`config.mk`:
```
export PLATFORM = sky130hd
export DESIGN_NAME = apb_master
export DESIGN_NICKNAME = d
export VERILOG_FILES = /design/src/rtl/apb_master_pkg.sv /design/src/rtl/apb_req_capture.sv /design/src/rtl/apb_master.sv
export SDC_FILE = /design/constraint.sdc
export NUM_CORES = 1
export LEC_CHECK = 0
export ABC_AREA = 1
export CAP_MARGIN = 20
export CORE_MARGIN = 2
export CORE_UTILIZATION = 49
export DETAILED_ROUTE_END_ITERATION = 10
export MAX_ROUTING_LAYER = met4
export PLACE_DENSITY = 0.91
export SYNTH_ARGS = -nofsm -noshare
export SYNTH_HDL_FRONTEND = slang
export SYNTH_SLANG_ARGS = --single-unit
export TNS_END_PERCENT = 100
```
`constraint.sdc`:
```
create_clock -name clk -period 2.66 [get_ports clk]
set_input_delay 0.798 -clock clk [delete_from_list [all_inputs] [get_ports clk]]
set_output_delay 0.798 -clock clk [all_outputs]
set_load 0.01 [all_outputs]
```
`src/rtl/apb_master_pkg.sv`:
```
// apb_master_pkg: shared types, default sizes and helpers for the APB initiator
package apb_master_pkg;
  localparam int COMP_DEF = 4;
  localparam int ADDR_DEF = 7;
  localparam int COEFF_DEF = 20;
  localparam int WAIT_MAX_DEF = 16;
  typedef enum logic [1:0] {IDLE, SETUP, ACCESS, ERRDONE} state_t;
  typedef struct packed {
    logic                 write;
    logic [COMP_DEF-1:0]  sel;
    logic [ADDR_DEF-1:0]  addr;
    logic [COEFF_DEF-1:0] wdata;
  } req_t;
  function automatic logic is_onehot(input logic [COMP_DEF-1:0] s);
    return (s != '0) && ((s & (s - 1'b1)) == '0);
  endfunction
endpackage

```
`src/rtl/apb_req_capture.sv`:
```
// apb_req_capture: MTRANS edge detect plus active/pending request slots and overflow flag
//   mtrans/req : host strobe and request fields
//   fin        : FSM can retire the current slot this edge
//   act        : request currently driven on APB
//   load       : a new request enters the active slot this edge
//   nxt_ok     : the request about to be loaded has a one-hot select
//   pend_v     : pending slot occupied
//   movr       : sticky, a request arrived while the pending slot was full
module apb_req_capture
  import apb_master_pkg::*;
(
  input  logic clk,
  input  logic rst_n,
  input  logic mtrans,
  input  logic fin,
  input  req_t req,
  output req_t act,
  output logic load,
  output logic nxt_ok,
  output logic pend_v,
  output logic movr
);
  logic mtrans_q, ev;
  req_t pend, nxt;
  assign ev = mtrans & ~mtrans_q;
  // pending request always has priority over a simultaneous new event
  assign nxt = pend_v ? pend : req;
  assign load = fin & (pend_v | ev);
  assign nxt_ok = is_onehot(nxt.sel);
  always_ff @(posedge clk or negedge rst_n)
    if (!rst_n) begin
      mtrans_q <= 1'b0;
      act <= '0;
      pend <= '0;
      pend_v <= 1'b0;
      movr <= 1'b0;
    end else begin
      mtrans_q <= mtrans;
      if (load) act <= nxt;
      if (load && pend_v) begin
        pend <= req;
        pend_v <= ev;
      end else if (ev && !fin) begin
        if (pend_v) movr <= 1'b1;
        else begin
          pend <= req;
          pend_v <= 1'b1;
        end
      end
    end
endmodule

```
`src/rtl/apb_master.sv`:
```
// apb_master: converts strobed host requests into APB SETUP/ACCESS transfers with timeout
//   host side : MTRANS/MWRITE/MSELx/MADDR/MWDATA in; MRDATA/MBUSY/MDONE/MERR/MOVR out
//   APB side  : PSELx/PENABLE/PWRITE/PADDR/PWDATA out; PRDATA/PREADY/PSLVERR in
module apb_master
  import apb_master_pkg::*;
#(
  parameter int PDATA_WIDTH = 32,
  parameter int ADDR_WIDTH = ADDR_DEF,
  parameter int COEFF_WIDTH = COEFF_DEF,
  parameter int COMP = COMP_DEF,
  parameter int WAIT_MAX = WAIT_MAX_DEF
) (
  input  logic                   clk,
  input  logic                   rst_n,
  input  logic                   MTRANS,
  input  logic                   MWRITE,
  input  logic [COMP-1:0]        MSELx,
  input  logic [ADDR_WIDTH-1:0]  MADDR,
  input  logic [COEFF_WIDTH-1:0] MWDATA,
  output logic [PDATA_WIDTH-1:0] MRDATA,
  output logic                   MBUSY,
  output logic                   MDONE,
  output logic                   MERR,
  output logic                   MOVR,
  output logic [COMP-1:0]        PSELx,
  output logic                   PENABLE,
  output logic                   PWRITE,
  output logic [ADDR_WIDTH-1:0]  PADDR,
  output logic [PDATA_WIDTH-1:0] PWDATA,
  input  logic [PDATA_WIDTH-1:0] PRDATA,
  input  logic                   PREADY,
  input  logic                   PSLVERR
);
  localparam int CW = $clog2(WAIT_MAX + 1);
  state_t state, state_n;
  req_t req, act;
  logic load, nxt_ok, pend_v, fin, cmp, tmo, done_q, err_q;
  logic [CW-1:0] cnt;
  assign req = '{write: MWRITE, sel: MSELx, addr: MADDR, wdata: MWDATA};
  apb_req_capture u_cap (
    .clk(clk), .rst_n(rst_n), .mtrans(MTRANS), .fin(fin), .req(req),
    .act(act), .load(load), .nxt_ok(nxt_ok), .pend_v(pend_v), .movr(MOVR)
  );
  // the cycle that would be the WAIT_MAX-th stalled ACCESS cycle ends the transfer
  assign tmo = ~PREADY & (cnt == CW'(WAIT_MAX - 1));
  assign cmp = (state == ACCESS) & (PREADY | tmo);
  assign fin = (state == IDLE) | (state == ERRDONE) | cmp;
  always_comb begin
    state_n = state;
    state_n = state == SETUP ? ACCESS : !fin ? state : !load ? IDLE : nxt_ok ? SETUP : ERRDONE;
  end
  always_ff @(posedge clk or negedge rst_n)
    if (!rst_n) begin
      state <= IDLE;
      cnt <= '0;
      done_q <= 1'b0;
      err_q <= 1'b0;
      MRDATA <= '0;
    end else begin
      state <= state_n;
      cnt <= state == SETUP ? '0 : (state == ACCESS && !PREADY) ? cnt + 1'b1 : cnt;
      done_q <= cmp;
      err_q <= cmp & (tmo | PSLVERR);
      if (cmp && !act.write) MRDATA <= (tmo | PSLVERR) ? '0 : PRDATA;
    end
  assign MDONE = done_q | (state == ERRDONE);
  assign MERR = err_q | (state == ERRDONE);
  assign MBUSY = (state != IDLE) | pend_v;
  assign PSELx = (state == SETUP || state == ACCESS) ? act.sel : '0;
  assign PENABLE = state == ACCESS;
  assign PWRITE = act.write;
  assign PADDR = act.addr;
  assign PWDATA = {{(PDATA_WIDTH - COEFF_WIDTH){act.wdata[COEFF_WIDTH-1]}}, act.wdata};
endmodule
```
Word-level counts from Yosys, hierarchy flattened:

Cells that the tools add are included.

* shift-type cells: 0
* eq/ne operators: 4
* divide/modulo/power cells: 0
* bitwise operators: 17
* reductions and logical operators: 17
* $lt $le $gt $ge: 0
* muxes and demuxes: 13
* multiply operators: 0
* $add $sub $neg: 2

Operator list (number)
* 2-to-1 mux 32 bit: 4
* 2-to-1 mux 5 bit: 2
* 2-to-1 mux 2 bit: 4
* bitwise OR 1 bit: 8
* nonzero test 2 bit: 4
* adder 5 x 1 -> 5 bit, second input constant: 1
* bitwise AND 1 bit: 5
* equality test 5 x 4 -> 1 bit, second input constant: 1
* logical AND 1 bit: 5
* bitwise AND 4 bit: 1
* equality test 2 bit, second input constant: 2
* logical NOT 4 bit: 1
* 2-to-1 mux 4 bit: 1
* nonzero test 4 bit: 1
* subtractor 4 x 1 -> 4 bit, second input constant: 1
* logical NOT 1 bit: 3
* NOT 1 bit: 3
* AND reduction 3 bit: 1
* equality test 2 x 1 -> 1 bit, second input constant: 1
* logical NOT 2 bit: 1
* 2-to-1 mux 1 bit: 2
* logical OR 1 bit: 1

* bits in writable memories: 0
* bits of input ports: 69
* latch bits: 0
* output and inout port bits: 81
* memories kept: 0
* logic and storage cells: 69
* register bits after elaboration: 108
* memory bits (read-only): 0

Depth between registers and ports, before layout:

Gate-level depths: netlist (run 1).

* depth after elaboration: 9
* depth in mapped cells: 12
* gate-level depth less buffers: 11

By module:

From an unflattened synthesis (run 1), not the netlist that was laid out.

* cells, all modules: 613
* area, all modules: 5051.1 µm²

Modules (own cells, without submodules)
* apb_req_capture: cells an instance 388, instances 1, area an instance 3042.9 µm², seq. area each 1676.6 µm²
* apb_master: cells an instance 225, instances 1, area an instance 2008.2 µm², seq. area each 1026.0 µm²

Least setup slack after synthesis (run 1):

Ideal clock, no wire load.

* path kind: register to output
* start point: register state[0]
* end point: output PSELx[0]
* data arrival time: 1125 ps
* data required time: 1862 ps
* setup slack: 737 ps
* buffers on the path: 1
* stages on the path, launching flop included: 6
* cells stage by stage: dfrtp_1 > inv_1 > ha_1 > clkbuf_1 > nand2_1 > inv_1

* longest elaborated chain between the ends: 3
* elaborated cells between the ends (all ways): 4
* classes of those cells: eq/ne: 2; mux: 1; reduce/logical: 1

RTL lines
* from (decl): line apb_master.sv:35 `state_t state, state_n;`
* from (signal assigned): line apb_master.sv:60 `state <= state_n;`
* equality test 2 x 1 -> 1 bit or equality test 2 bit (tied branches): line apb_master.sv:69 `assign PSELx = (state == SETUP || state == ACCESS) ? act.sel : '0;`
* logical OR 1 bit (*): line apb_master.sv:69
* 2-to-1 mux 4 bit (*): line apb_master.sv:69
* to (decl): line apb_master.sv:25 `output logic [COMP-1:0] PSELx,`

Mark *: on every way between the ends. The rest lies on a longest branch, timed or not.

Worst setup path after layout (run 1):

* start point: register state[0]
* end point: output MERR

* longest elaborated chain between the ends: 2

RTL lines
* equality test 2 bit: line apb_master.sv:67 `assign MERR = err_q | (state == ERRDONE);`
* bitwise OR 1 bit: line apb_master.sv:67
* to (decl): line apb_master.sv:23 `output logic MERR,`

No other way between the ends.

==> results of run 1 <==
==> critical path: stages (launching register included) <==
cell and delay [ns]:
dfrtp_1 0.42, ha_1 0.23, or2_2 0.30, clkdlybuf4s50_1 0.49
==> per-layer routing <==
layer | share of wire, % | track usage [%]
met1 | 42 | 31.2
met2 | 47 | 37.8
met3 | 9.9 | 5.57
met4 | 0.97 | 6.87
met5 | 0 | -
==> power by group <==
group | internal, mW | switching, mW
clock network | 0.375 | 0.640
registers | 2.38 | 0.441
logic | 1.89 | 2.18
total | 4.64 | 3.26
==> cells by family (layout without fill, tap and decap cells) <==
group | after synthesis | in the layout | share of synthesized area (%)
flip-flops | 108 | 108 | 49.4
AO/OA/AOI/OAI | 47 | 47 | 4.67
adder cells (fa/ha/maj) | 6 | 6 | 1.37
AND/OR/NAND/NOR | 440 | 440 | 33.6
buffers and inverters | 108 | 209 | 10.9
==> synthesized netlist by cell type (2+ instances only) <==
cell type / number / share of area [%]
a21oi_1: 2 / 0.18
buf_2: 16 / 1.5
buf_4: 44 / 6.0
clkbuf_1: 20 / 1.4
dfrtp_1: 108 / 49
ha_1: 6 / 1.4
inv_1: 25 / 1.7
inv_2: 2 / 0.14
nand2_1: 293 / 20
nand3_1: 124 / 11
nor2_1: 15 / 1.0
o21ai_0: 40 / 3.7
or2_2: 2 / 0.23
==> flip-flops by register name, indices dropped and copies added, names as in the netlist <==
register,count
MRDATA,32
cnt,5
done_q,1
err_q,1
state,2
u_cap.act,32
u_cap.movr,1
u_cap.mtrans_q,1
u_cap.pend,32
u_cap.pend_v,1
==> through the flow <==
| stage | setup TNS, ns | worst slack, ns |
|---|---|---|
| 5_1_grt | -0.0328 | -0.0206 |
| 4_1_cts | 0 | 0.0295 |
| 3_5_place_dp | -0.0680 | -0.0266 |
| 2_1_floorplan | 0 | 0.737 |
| 3_3_place_gp | 0 | 0.0479 |
| 6_report | 0 | 0.0548 |
==> cell type report <==
type,count,area (um2)
tap,140,175
inverter,27,101
clock inverter,7,80.1
clock buffer,9,124
timing repair buffer,166,1710
multi-input combinational,493,2190
sequential,108,2700
fill,897,3760
==> worst max-delay path by stage <==
stage	start	to	slack, ns	cells after the start
2_1_floorplan	state[0]$_DFFE_PN0P_	PSELx[0]	0.74	5
3_3_place_gp	PREADY	MRDATA[27]$_DFFE_PN0P_	0.05	5
3_5_place_dp	PREADY	MRDATA[29]$_DFFE_PN0P_	-0.03	5
4_1_cts	state[1]$_DFFE_PN0P_	PSELx[3]	0.03	5
5_1_grt	state[0]$_DFFE_PN0P_	PSELx[0]	-0.02	5
6_report	state[0]$_DFFE_PN0P_	MERR	0.05	3
==> timing repair <==
item	CTS	global route
setup endpoints to repair	4	6
pin swaps	0	1
buffers inserted	1	1
gates resized for setup	2	4
==> run metrics, run 1 <==
status=finished clean; ys async rst share=100%; clock latency on the worst-skew pair=0.38 ns; crit path capture type=primary output; Area after DPL=6820 um2; leak pwr=3.56 nW; commonest cells after routing, fill and taps aside=nand2_1 (293), clkdlybuf4s50_1 (145), nand3_1 (124); Ys Warns=0; Post-synth top flop=dfrtp_1; syn avg cell area=7.71 um2; H-Tree Depth=3; total power=7.90 mW; post-synthesis cell type count=25; post-synthesis sequential area ratio=49.4%; RSZ-0062 raised after global routing=true; antenna violations before repair=0; GRT overflow=0; minimum clock period=2.61 ns; Die Area=12000 um2; Final period util=97.9%; worst r2r dst=u_cap.pend[22]$_DFFE_PN0P_; Least-Margin Pin Slew=0.678 ns; Slew Viols, Final=0; Clock Pin Slew Worst Setup and Hold Paths=0.13 ns; reg2reg start=cnt[0]$_DFFE_PN0P_; vias in the first global route=4661; Setup crit start kind=flop; post-synthesis cell area=5470 um2; DRT antenna net count=0; Die H=110 um; final cell count without fillers=950; Area Growth Syn to Fin=29.5%; clock root buffer=clkbuf_8; Finished Core Util=65.3%; worst rel slew slack=54.8%; Crit path required time=1.86 ns; first drt pass iteration count=7; Max-Cap Viols=0; CTS tree=built; reg-to-reg setup timing slack=0.29 ns; Power Dens Cells=1120 nW/um2; Initial Util=50.4%; data arrival time of the worst path=1.81 ns; syn_nets=784; commonest non-fill, non-tap cell in the layout=nand2_1; vias per inst=5.27; worst hold slack=0.359 ns; routed len/inst=14.3 um; Clock Path Buffers=2; HP Class=input port to async pin; clock sinks=108; DRT iter0 DRCs=514; highest clock rate=384 MHz; fin area=7080 um2; Placed Cells=931; Final Setup Violations=0; nets=880; Die W=110 um; CTS buffer count=9; # IOs=150; share of cells above drive strength 1=6.05%; hold buffer count at CTS=0; Worst Path Max Fanout=3; Post-synth EDFFs=0; Antenna diodes=0; DRT Wirelength=13.6 mm; DP HPWL=9.22 mm; pin count of the biggest net entering global routing=71; cells after synthesis=709; first-pass GRT wire length=22.1 mm; Final Hold Viols=0; GRT Total Usage=24.0%; # DRC=0; Yosys reg bits=108; Crit Path Class=flop to primary output; reg2reg path depth=11; Max VDD drop=0.000596 V; Core ar.=10800 um2; gpl congestion=0.880; Port Buffers=149; via count=5007; row cnt=38; worst-case clock skew=0.0199 ns
Note: power is estimated with default switching activity, not from simulation.
==> run 2: changes to the inputs <==
--- a/config.mk
+++ b/config.mk
@@ -8,10 +8,10 @@
 export ABC_AREA = 1
 export CAP_MARGIN = 20
 export CORE_MARGIN = 2
-export CORE_UTILIZATION = 49
+export CORE_UTILIZATION = 40
 export DETAILED_ROUTE_END_ITERATION = 10
 export MAX_ROUTING_LAYER = met4
-export PLACE_DENSITY = 0.91
+export PLACE_DENSITY = 0.78
 export SYNTH_ARGS = -nofsm -noshare
 export SYNTH_HDL_FRONTEND = slang
 export SYNTH_SLANG_ARGS = --single-unit
==> run 2 against run 1 <==
Clock skew shrank 0.010 ns. Via count fell by 3.0%. Non-clock buffer count grew 4. Die area grew 22%. Power increased by 5.0%. Fmax grew 0.52%. Critical path depth is the same. Register-to-register slack better by 0.21 ns. Clock-buffer cell count up 1. Worst setup slack improved by 0.013 ns. Critical path type unchanged.
==> run metrics, run 2 (synthesized netlist as in run 1, its figures left out) <==
gpl congestion=0.800 (was 0.880); Clock Path Buffers=2 (unchanged); clock latency on the worst-skew pair=0.35 ns (was 0.38 ns); CTS buffer count=9 (unchanged); Power Dens Cells=1150 nW/um2 (was 1120 nW/um2); DRT antenna net count=0 (unchanged); # IOs=150 (unchanged); DP HPWL=9.52 mm (was 9.22 mm); Max VDD drop=0.000511 V (was 0.000596 V); row cnt=42 (was 38); commonest non-fill, non-tap cell in the layout=nand2_1 (unchanged); commonest cells after routing, fill and taps aside=nand2_1 (293), clkdlybuf4s50_1 (148), nand3_1 (124) (was nand2_1 (293), clkdlybuf4s50_1 (145), nand3_1 (124)); Max stage delay on crit path=0.50 ns (was 0.49 ns); hold buffer count at CTS=0 (unchanged); highest clock rate=386 MHz (was 384 MHz); worst r2r dst=u_cap.pend[0]$_DFFE_PN0P_ (was u_cap.pend[22]$_DFFE_PN0P_); Crit Path Class=flop to primary output (unchanged); CP endpoint=MDONE (was MERR); DRT iter0 DRCs=425 (was 514); # DRC=0 (unchanged); vias in the first global route=4511 (was 4661); reg2reg start=cnt[0]$_DFFE_PN0P_ (unchanged); antenna violations before repair=0 (unchanged); pin count of the biggest net entering global routing=71 (unchanged); vias per inst=4.90 (was 5.27); Regs by FF count=MRDATA (32), u_cap.act (32), u_cap.pend (32) (unchanged); final cell count without fillers=990 (was 950); worst-path cell chain=ha_1, or2_2, clkdlybuf4s50_1 (unchanged); Die W=121 um (was 110 um); Max-Cap Viols=0 (unchanged); RSZ-0062 raised after global routing=false (was true); CP Buf/Inv Count=1 (unchanged); Area Growth Syn to Fin=32.2% (was 29.5%); clock root buffer=clkbuf_16 (was clkbuf_8); reg2reg path depth=11 (unchanged); dpl ws=0.207 ns (was -0.0266 ns); Least-Margin Pin Slew=0.704 ns (was 0.678 ns); Setup crit start kind=flop (unchanged); first drt pass iteration count=5 (was 7); setup ws final=0.0683 ns (was 0.0548 ns); GRT overflow=0 (unchanged); Core ar.=13300 um2 (was 10800 um2); CP startpoint=state[0]$_DFFE_PN0P_ (unchanged); Slew Viols, Final=0 (unchanged); critical path depth=3 (unchanged); Port Buffers=149 (unchanged); Die H=121 um (was 110 um); Worst path slowest cell=clkdlybuf4s50_1 (unchanged); Worst Path Max Fanout=3 (unchanged); crit path capture type=primary output (unchanged); setup TNS=0 ns (unchanged); leak pwr=3.57 nW (was 3.56 nW); data arrival time of the worst path=1.79 ns (was 1.81 ns); Placed Cells=971 (was 931); CP top delay family=buffers and inverters (unchanged); via count=4855 (was 5007); routed len/inst=14.1 um (was 14.3 um); Clock Pin Slew Worst Setup and Hold Paths=0.07 ns (was 0.13 ns); Initial Util=41.1% (was 50.4%); nets=884 (was 880); share of cells above drive strength 1=6.39% (was 6.05%); minimum clock period=2.59 ns (was 2.61 ns); clock sinks=108 (unchanged); Antenna diodes=0 (unchanged); H-Tree Depth=3 (unchanged); Final Hold Viols=0 (unchanged); worst rel slew slack=53.0% (was 54.8%); CTS tree=built (unchanged); Die Area=14600 um2 (was 12000 um2); Final Setup Violations=0 (unchanged); DRT Wirelength=14.0 mm (was 13.6 mm); Crit path required time=1.86 ns (about the same); worst-case clock skew=0.00963 ns (was 0.0199 ns); first-pass GRT wire length=22.7 mm (was 22.1 mm); HP Class=input port to async pin (unchanged); Final period util=97.4% (was 97.9%); reg-to-reg setup timing slack=0.50 ns (was 0.29 ns); GRT Total Usage=19.9% (was 24.0%); status=finished clean (unchanged)
run 2: cell types whose count changed in the layout (fill, tap and decap cells not counted), moves of 2 or more:
cell / previous run / this run
buf_4: 11 / 17
clkdlybuf4s50_1: 145 / 148
buf_12: 6 / 4
clkbuf_16: 0 / 9
clkbuf_8: 9 / 1
dlymetal6s2s_1: 3 / 0
clkinv_8: 2 / 0
run 2: worst min-delay path by stage:
stage                              startpoint  cells after the start                   endpoint  slack, ns
detailed placement   u_cap.act[8]$_DFFE_PN0P_                      2   u_cap.act[8]$_DFFE_PN0P_       0.46
CTS                                     rst_n                      1  u_cap.act[13]$_DFFE_PN0P_       0.37
floorplan                  cnt[2]$_DFFE_PN0P_                      1         cnt[2]$_DFFE_PN0P_       0.45
global route                            rst_n                      1  u_cap.act[13]$_DFFE_PN0P_       0.39
finish                                  rst_n                      1  u_cap.act[16]$_DFFE_PN0P_       0.37
global placement    u_cap.act[24]$_DFFE_PN0P_                      2  u_cap.act[24]$_DFFE_PN0P_       0.46
run 2: through the flow:
stage / total power, mW / utilization, % / area [um2] / hold WS [ns]
5_1_grt: 8.96 / 54.4 / 7230 / 0.387
6_report: 8.30 / 54.4 / 7230 / 0.371
4_1_cts: 8.34 / 54.2 / 7200 / 0.374
3_5_place_dp: 6.88 / 51.8 / 6880 / 0.464
3_3_place_gp: 6.80 / 51.6 / 6870 / 0.465
2_1_floorplan: 5.33 / - / 5470 / 0.446
run 2: final cells by class:
cell class / count / area, um2
Fill cell: 1212 / 6070
Sequential cell: 108 / 2700
Multi-Input combinational cell: 493 / 2190
Timing Repair Buffer: 170 / 1700
Tap cell: 176 / 220
Clock buffer: 10 / 239
Inverter: 27 / 101
Clock inverter: 6 / 71.3
run 2: per-layer routing:
metal,track usage [%],vias to the layer above,share of wire [%]
li1,-,2433,-
met1,27.9,2247,48
met2,29.3,162,44
met3,3.95,13,6.5
met4,6.25,0,1.2
met5,-,-,0
run 2: report_power, final:
part	internal [mW]	total [mW]	switching, mW	leakage (nW)
combinational	1.90	4.09	2.18	2.05
sequential	2.39	2.82	0.429	1.37
clock	0.767	1.40	0.632	0.151
run 2: what timing repair did:
item / in CTS / in global routing
gates resized for setup: 2 / 0
buffers inserted: 0 / 3
setup endpoints to repair: 4 / 6
pin swaps: 0 / 1
run 2: worst reg2reg max path: stages, from the launching register on:
cell and delay (ns):
dfrtp_1 0.40, ha_1 0.22, inv_1 0.07, nor2_1 0.05, ha_1 0.24, o21ai_4 0.18, buf_4 0.17, nand2_4 0.17
nand2_2 0.15, buf_4 0.26, nand3_1 0.11, nand3_1 0.08
==> run 3: changes to the inputs <==
--- a/config.mk
+++ b/config.mk
@@ -7,11 +7,11 @@
 export LEC_CHECK = 0
 export ABC_AREA = 1
 export CAP_MARGIN = 20
-export CORE_MARGIN = 2
 export CORE_UTILIZATION = 40
 export DETAILED_ROUTE_END_ITERATION = 10
+export GPL_ROUTABILITY_DRIVEN = 1
 export MAX_ROUTING_LAYER = met4
-export PLACE_DENSITY = 0.78
+export PLACE_DENSITY = 0.79
 export SYNTH_ARGS = -nofsm -noshare
 export SYNTH_HDL_FRONTEND = slang
 export SYNTH_SLANG_ARGS = --single-unit
==> run 3 against run 2 <==
First-iteration DRC count decreased by 8.7%. Via count increased by 0.91%. Sequential cell count unchanged. Non-clock buffer count decreased by 1. Global-route usage increased by 0.35 points. Cell count decreased by 0.10%. Die area decreased by 3.3%. Clock power decreased by 11%. Clock-buffer cell count unchanged. Worst hold slack improved by 0.021 ns. Critical path type unchanged. Largest power group unchanged.
==> run metrics, run 3 (synthesized netlist as in run 1, its figures left out) <==
Crit Path Class=flop to primary output (unchanged); highest clock rate=389 MHz (was 386 MHz); status=finished clean (unchanged); Placed Cells=970 (was 971); commonest non-fill, non-tap cell in the layout=nand2_1 (unchanged); gpl congestion=0.844 (was 0.800); worst r2r dst=u_cap.pend[23]$_DFFE_PN0P_ (was u_cap.pend[0]$_DFFE_PN0P_); Layout fillers=1215 (was 1212); HP Class=input port to async pin (unchanged); fin area=7190 um2 (was 7230 um2); multi-input logic area=2180 um2 (was 2190 um2); clock sinks=108 (unchanged); minimum clock period=2.57 ns (was 2.59 ns); critical path depth=3 (unchanged); CTS tree=built (unchanged); Max-Cap Viols=0 (unchanged); worst-case clock skew=0.0117 ns (was 0.00963 ns); Clock Path Buffers=2 (unchanged); data arrival time of the worst path=1.77 ns (was 1.79 ns); setup TNS=0 ns (unchanged); worst rel slew slack=54.0% (was 53.0%); P_sw=3.21 mW (was 3.24 mW); # IOs=150 (unchanged); antenna violations before repair=0 (unchanged); vias per inst=4.95 (was 4.90); pin count of the biggest net entering global routing=71 (unchanged); Slew Viols, Final=0 (unchanged); Area after DPL=6880 um2 (about the same); Final period util=96.7% (was 97.4%); reg2reg start=cnt[0]$_DFFE_PN0P_ (unchanged); row cnt=42 (unchanged); Area Growth Syn to Fin=31.5% (was 32.2%); Least-Margin Pin Slew=0.690 ns (was 0.704 ns); clock root buffer=clkbuf_16 (unchanged); Die Area=14100 um2 (was 14600 um2); DRT antenna net count=0 (unchanged); sequential group share of total power=34.4% (was 33.9%); CP Buf/Inv Count=1 (unchanged); CP endpoint=MDONE (unchanged); CP top delay family=buffers and inverters (unchanged); CP startpoint=state[0]$_DFFE_PN0P_ (unchanged); via count=4899 (was 4855); DRT iter0 DRCs=388 (was 425); H-Tree Depth=3 (unchanged); GRT Total Usage=20.3% (was 19.9%); CTS buffer count=9 (unchanged); Die W=119 um (was 121 um); Setup crit start kind=flop (unchanged); Worst path slowest cell=clkdlybuf4s50_1 (unchanged); RSZ-0062 raised after global routing=false (unchanged); DRT Wirelength=13.5 mm (was 14.0 mm); Worst Path Max Fanout=4 (was 3); worst-path cell chain=ha_1, or2_2, clkdlybuf4s50_1 (unchanged); Crit path required time=1.86 ns (about the same); vias in the first global route=4444 (was 4511); crit path capture type=primary output (unchanged); Combinational Power Share=50.3% (was 49.2%); Initial Util=41.1% (unchanged); Clock Pin Slew Worst Setup and Hold Paths=0.07 ns (about the same); commonest cells after routing, fill and taps aside=nand2_1 (293), clkdlybuf4s50_1 (148), nand3_1 (124) (unchanged); Power Dens Cells=1130 nW/um2 (was 1150 nW/um2); share of cells above drive strength 1=6.03% (was 6.39%); Regs by FF count=MRDATA (32), u_cap.act (32), u_cap.pend (32) (unchanged); # DRC=0 (unchanged); Core ar.=13300 um2 (unchanged); reg2reg path depth=10 (was 11); Final Setup Violations=0 (unchanged); reg-to-reg setup timing slack=0.60 ns (was 0.50 ns); Antenna diodes=0 (unchanged); clock latency on the worst-skew pair=0.34 ns (was 0.35 ns); first drt pass iteration count=5 (unchanged); DP HPWL=9.34 mm (was 9.52 mm); Port Buffers=149 (unchanged); total power=8.16 mW (was 8.30 mW); Finished Core Util=54.1% (was 54.4%); Max stage delay on crit path=0.49 ns (was 0.50 ns); leak pwr=3.56 nW (was 3.57 nW); Clock power frac=15.4% (was 16.9%); register area=2700 um2 (unchanged); hold buffer count at CTS=0 (unchanged); nets=883 (was 884); final cell count without fillers=989 (was 990); GRT overflow=0 (unchanged); internal power=4.95 mW (was 5.06 mW); Die H=119 um (was 121 um); Final Hold Viols=0 (unchanged); Max VDD drop=0.000479 V (was 0.000511 V); Switching Share=39.4% (was 39.1%); first-pass GRT wire length=22.4 mm (was 22.7 mm); routed len/inst=13.7 um (was 14.1 um)
[run 3: cell count changes in the layout (fill, tap and decap cells not counted)]
cell        previous run  this run
clkbuf_8               1         0
inv_6                  1         2
nor2_1                13        14
clkinv_2               1         2
nor2_2                 2         1
buf_8                  1         0
clkbuf_1               0         1
buf_4                 17        16
bufinv_16              1         0
clkinvlp_4             1         0
buf_12                 4         5
[run 3: cell type report]
class | count | share of cell area [%]
sequential | 108 | 37.6
multi-input combinational | 493 | 30.4
timing repair buffer | 169 | 23.7
clock buffer | 10 | 3.19
tap | 176 | 3.06
inverter | 27 | 1.41
clock inverter | 6 | 0.661
[run 3: metal layers]
metal | global-route usage, % | up-vias | share of wire [%]
met5 | - | - | 0
met4 | 4.35 | 0 | 0.75
met3 | 5.08 | 12 | 7.8
li1 | - | 2434 | -
met2 | 29.8 | 193 | 45
met1 | 28.3 | 2260 | 46
[run 3: stage by stage]
step / hold slack [ns] / setup WS [ns]
final: 0.392 / 0.0882
after global routing: 0.424 / 0.00423
after CTS: 0.410 / 0.0286
after detailed placement: 0.464 / 0.199
after global placement: 0.465 / 0.282
after floorplan: 0.446 / 0.737
[run 3: worst min path at each step]
stage / slack (ns) / end
after global routing: 0.42 / MRDATA[12]$_DFFE_PN0P_
after global placement: 0.46 / u_cap.act[12]$_DFFE_PN0P_
after CTS: 0.41 / u_cap.pend[9]$_DFFE_PN0P_
after detailed placement: 0.46 / u_cap.act[25]$_DFFE_PN0P_
after floorplan: 0.45 / cnt[2]$_DFFE_PN0P_
final: 0.39 / MRDATA[12]$_DFFE_PN0P_
[run 3: repair_timing]
| action | in CTS | in global routing |
|---|---|---|
| pin swaps | 0 | 1 |
| setup buffers | 0 | 3 |
| resized for setup | 2 | 0 |
| setup endpoints to repair | 4 | 6 |
[run 3: power groups by stage]
stage / clock network, mW / registers (mW) / logic, mW
finish: 1.25 / 2.80 / 4.10
CTS: 1.30 / 2.80 / 4.09
detailed placement: 0 / 2.82 / 4.05
global route: 1.37 / 2.89 / 4.54
global placement: 0 / 2.79 / 3.99
floorplan: 0 / 2.85 / 2.48
